### src/rtl/multdiv_issue_ctrl.sv
// rtl/multdiv_issue_ctrl.sv - issue/stall/writeback controller between execute and the multdiv unit
module multdiv_issue_ctrl #(
    parameter int TIMEOUT       = 40,
    parameter int EXC_REG       = 30,
    parameter int MULT_EXC_CODE = 4,
    parameter int DIV_EXC_CODE  = 5
) (
    input  logic        clock,
    input  logic        reset,
    input  logic        in_valid,
    input  logic        in_is_mult,
    input  logic        in_is_div,
    input  logic [31:0] in_opA,
    input  logic [31:0] in_opB,
    input  logic [4:0]  in_rd,
    input  logic        flush,
    output logic [31:0] data_operandA,
    output logic [31:0] data_operandB,
    output logic        ctrl_MULT,
    output logic        ctrl_DIV,
    input  logic [31:0] data_result,
    input  logic        data_exception,
    input  logic        data_resultRDY,
    output logic        stall,
    output logic        wb_valid,
    output logic [4:0]  wb_rd,
    output logic [31:0] wb_data,
    input  logic        wb_ack
);

    localparam int CW = $clog2(TIMEOUT + 1);

    typedef enum logic [1:0] {IDLE, ISSUE, BUSY, DONE} state_t;

    state_t          state, state_nxt;
    logic            is_mult_q;
    logic [4:0]      rd_q;
    logic [CW-1:0]   tmo_cnt;
    logic            start;
    logic            capture;
    logic            normal_result;
    logic [31:0]     exc_data;

    assign start         = in_valid & (in_is_mult | in_is_div) & ~flush;
    assign normal_result = data_resultRDY & ~data_exception;
    assign exc_data      = is_mult_q ? 32'(MULT_EXC_CODE) : 32'(DIV_EXC_CODE);

    always_comb begin
        state_nxt = state;
        ctrl_MULT = 1'b0;
        ctrl_DIV  = 1'b0;
        stall     = 1'b0;
        wb_valid  = 1'b0;
        capture   = 1'b0;
        case (state)
            IDLE: begin
                if (start) begin
                    stall     = 1'b1;
                    state_nxt = ISSUE;
                end
            end
            ISSUE: begin
                ctrl_MULT = is_mult_q;
                ctrl_DIV  = ~is_mult_q;
                stall     = 1'b1;
                state_nxt = flush ? IDLE : BUSY;
            end
            BUSY: begin
                stall = 1'b1;
                // flush outranks a simultaneous RDY: the result is dropped
                if (flush) begin
                    state_nxt = IDLE;
                end else if (data_resultRDY) begin
                    capture   = 1'b1;
                    state_nxt = (data_exception || rd_q != 5'd0) ? DONE : IDLE;
                end else if (tmo_cnt == CW'(TIMEOUT)) begin
                    capture   = 1'b1;
                    state_nxt = DONE;
                end
            end
            DONE: begin
                wb_valid = 1'b1;
                stall    = 1'b1;
                if (wb_ack) begin
                    state_nxt = IDLE;
                end
            end
            default: state_nxt = IDLE;
        endcase
    end

    always_ff @(posedge clock or posedge reset) begin
        if (reset) begin
            state <= IDLE;
        end else begin
            state <= state_nxt;
        end
    end

    always_ff @(posedge clock or posedge reset) begin
        if (reset) begin
            data_operandA <= 32'd0;
            data_operandB <= 32'd0;
            rd_q          <= 5'd0;
            is_mult_q     <= 1'b0;
        end else if (state == IDLE && start) begin
            data_operandA <= in_opA;
            data_operandB <= in_opB;
            rd_q          <= in_rd;
            is_mult_q     <= in_is_mult;
        end
    end

    always_ff @(posedge clock or posedge reset) begin
        if (reset) begin
            tmo_cnt <= '0;
        end else if (state == ISSUE) begin
            tmo_cnt <= '0;
        end else if (state == BUSY && tmo_cnt != CW'(TIMEOUT)) begin
            tmo_cnt <= tmo_cnt + 1'b1;
        end
    end

    // Timeout and multdiv exceptions share the same status-register encoding
    always_ff @(posedge clock or posedge reset) begin
        if (reset) begin
            wb_rd   <= 5'd0;
            wb_data <= 32'd0;
        end else if (capture) begin
            if (normal_result) begin
                wb_rd   <= rd_q;
                wb_data <= data_result;
            end else begin
                wb_rd   <= 5'(EXC_REG);
                wb_data <= exc_data;
            end
        end
    end

endmodule

### config.mk
export PLATFORM = sky130hd
export DESIGN_NAME = multdiv_issue_ctrl
export DESIGN_NICKNAME = d
export VERILOG_FILES = /design/src/rtl/multdiv_issue_ctrl.sv
export SDC_FILE = /design/constraint.sdc
export NUM_CORES = 1
export LEC_CHECK = 0
export ABC_AREA = 1
export BUFFER_PORTS_ARGS = -buffer_cell sky130_fd_sc_hd__buf_2
export CORE_MARGIN = 1
export CORE_UTILIZATION = 40
export CTS_BUF_LIST = sky130_fd_sc_hd__clkbuf_2 sky130_fd_sc_hd__clkbuf_4 sky130_fd_sc_hd__clkbuf_8
export CTS_CLUSTER_DIAMETER = 50
export DETAILED_ROUTE_END_ITERATION = 7
export PLACE_DENSITY_LB_ADDON = 0.05
export SLEW_MARGIN = 0
export SYNTH_ARGS = -nofsm -noshare
export SYNTH_HDL_FRONTEND = slang
export SYNTH_SLANG_ARGS = --single-unit
### constraint.sdc
create_clock -name clock -period 4.21 [get_ports clock]
set_input_delay 0.2105 -clock clock [delete_from_list [all_inputs] [get_ports clock]]
set_output_delay 0.2105 -clock clock [all_outputs]
set_load 0.01 [all_outputs]
==> results.md <==
* Status: finished with violations
* Failing checks: hold timing
* DIE AREA at ~13000 um2
* CP max FO at 44
* Share of cells above drive strength 1 at 0.3546
* Cell taking the most area after synthesis: dfrtp_1
* Synth warn at 0
* Vias at 4570
* Largest cells by area after synthesis: dfrtp_1, nand2_1, nand3_1
* CTS root buf: clkbuf_8
* Leak at just under 4 nW
* Worst path cell trace: inv_1 > ha_1 > nand2_1 > inv_1 > nand2_2 > nand2_1 > nand2_2 > buf_4 > nand2_1 > o21ai_2
* Number of global-route vias before repair at roughly 4600
* Max VDD drop at about 280 uV
* Setup TNS at 0 ns
* Final min period at between 2 and 2.5 ns
* Reg2reg path depth at 10
* Synth cell types at 23
* Reg2reg end: wb_data[15]
* Dpl hpwl at between 8000 and 9000 um
* Post_cts resized at 0
* Per-cell routed wire length at 13.35 um
* Largest net degree at the start of global routing at 82
* Most frequent cells in the layout: nand2_1, buf_2, dfrtp_1, nand3_1, dlygate4sd3_1
* Die X at 113.0 um
* Routed wire length at approximately 13000 um
* RSZ-0062 raised after global routing: false
* Final nets at between 900 and 1000
* Syn_area_per_cell at 8.919 um2
* # IOs at around 220
* Final hold viol count at 4
* Fin cells at 979
* Type of destination of the critical path: flip-flop
* CTS buffer count at 17
* Syn Nets at 665
* Tcrit/Tclk final at 0.5266
* Post-synthesis sequential area ratio at 0.5835
* CP required at between 4 and 5 ns
* Post-synth top area share at 0.5835
* Min Hold Slack at -0.004410 ns
* Total GRT Usage at 0.2182
* Total chip power at 0.004423 W
* Initial DRC count at 228
* CP Data Arrival Time at around 2.6 ns
* Port Buf Inserts at around 210
* Antenna violations before repair at 0
* CP max stage cell: nand2_2
* Worst Setup SP: tmo_cnt[0]
* CTS Sinks at ~120
* Layout filler cell count at between 1000 and 1500
* Flop2flop setup slack at roughly 2 ns
* # diodes at 0
* Die height at 113.0 um
* DR vias/cell at 4.668
* Clk_skew at between 0.006 and 0.007 ns
* Actual slew at the worst max-slew pin at around 1.0 ns
* Final Setup Violations at 0
* Slew Viols, Final at 0
* Power per Cell Area at approximately 630 nW/um2
* Flops & latches, synth at around 120
* Total gr overflow at 0
* Synthesized area at a little under 5000 um2
* Row count at 40
* Synth-to-layout area growth at 42.39%
* CP Launch Type: flip-flop
* MaxCap Viol Count at 0
* First-pass DRT Iterations at 4
* Routability Congestion at 0.7459
* Final ANT Viol Nets at 0
* Initial Util at 0.4106
* Syn Inst Count at 553
* Most common cell after layout, fill and taps aside: nand2_1
* CTS tree: done
* Core area at approximately 12000 um2
* Cell total after placement at between 800 and 900
* Type of the tightest min-delay check: input port to async pin
* Max Buffers Root-to-Sink at 2
* Worst Path Class, Setup: flip-flop to flip-flop
* DRC Markers at 0
* First-pass GRT wire length at around 22000 um
* Relative slew margins at 0.3335
* Critical path's largest stage delay at about 0.65 ns
* Max Clk Rate at 451.0 MHz
* Crit-path most repeated cell: nand2_1
* H-tree depth at 4
* Worst-path clk slew at 0.07 ns
* RR Startpoint: tmo_cnt[0]
* Worst-Skew Late Latency at around 0.43 ns
==> stage by stage <==
step	utilization	worst slack, ns	instance area, um2	hold slack [ns]
after floorplan	-	0.9554	4932	0.3550
after global routing	0.5847	1.748	7023	0.009391
after global placement	0.5028	2.018	6040	0.4369
after CTS	0.5847	1.968	7023	0.0003472
final	0.5847	1.993	7023	-0.004410
after detailed placement	0.5028	1.972	6040	0.4445
==> worst max path at each step <==
stage / to / slack (ns) / cells after the start
floorplan: data_operandA[0] / 0.96 / 1
global placement: wb_data[19] / 2.02 / 10
detailed placement: data_operandB[11] / 1.97 / 9
CTS: data_operandB[22] / 1.97 / 6
global route: wb_data[15] / 1.75 / 10
finish: wb_data[15] / 1.99 / 10
==> state kept, by name, summed over array words and instances, names as in the netlist <==
register,count
data_operandA,32
data_operandB,32
is_mult_q,1
rd_q,5
state,2
tmo_cnt,6
wb_data,32
wb_rd,5
==> per-layer routing <==
metal / vias to the layer above / wire length [um] / GRT usage
li1: 2282 / - / -
met1: 2118 / 5805 / 0.2774
met2: 150 / 6243 / 0.3517
met3: 20 / 761 / 0.06106
met4: 0 / 257 / 0.09035
met5: - / 0 / 0
==> final cells by class <==
cell class | count | area [um2] | share of cell area
timing repair buffer | 281 | 1727 | 0.2459
clock inverter | 4 | 20.02 | 0.002851
sequential | 115 | 2878 | 0.4098
clock buffer | 27 | 352.8 | 0.05024
tap | 147 | 183.9 | 0.02619
multi-input combinational | 380 | 1765 | 0.2514
inverter | 25 | 96.34 | 0.01372
==> worst max-delay path: cells and delay by family (launching register included) <==
kind	cells	cell delay (ns)
compound gates	1	0.06
fa+ha+maj	1	0.22
buf+inv	3	0.51
flops	1	0.39
simple gates	5	0.94
==> report_power, final <==
group	total, W	leakage (nW)	switching (W)	internal (W)
logic	0.00163	2.23	0.000972	0.000654
registers	0.00185	1.47	0.000266	0.00158
clock network	0.000950	0.202	0.000420	0.000530
total	0.00442	3.90	0.00166	0.00277
==> cell usage after synthesis <==
library cell and number:
a21oi_1 5, buf_2 18, buf_4 1, buf_6 7
clkbuf_1 7, dfrtp_1 115, ha_1 2, inv_1 23
inv_2 2, nand2_1 227, nand2_2 3, nand3_1 73
nand3b_1 1, nand4_1 1, nor2_1 18, nor2_2 3
o21a_1 1, o21ai_0 9, o21ai_2 33, o22ai_1 1
or2_2 1, xnor2_1 1, xor2_1 1
==> kinds of logic after synthesis <==
family	count (synthesis)	share of synthesized area
adder cells (fa/ha/maj)	2	0.005073
flip-flops	115	0.5835
buffers and inverters	58	0.06012
AND/OR/NAND/NOR	327	0.2722
AO/OA/AOI/OAI	49	0.07560
XOR/XNOR	2	0.003552
==> what timing repair did <==
item | 4_1_cts | 5_1_grt
hold buffers | 61 | 0
endpoints found under the hold margin | 61 | 0
buffers inserted | 0 | 0
(Power assumes the default switching activity.)
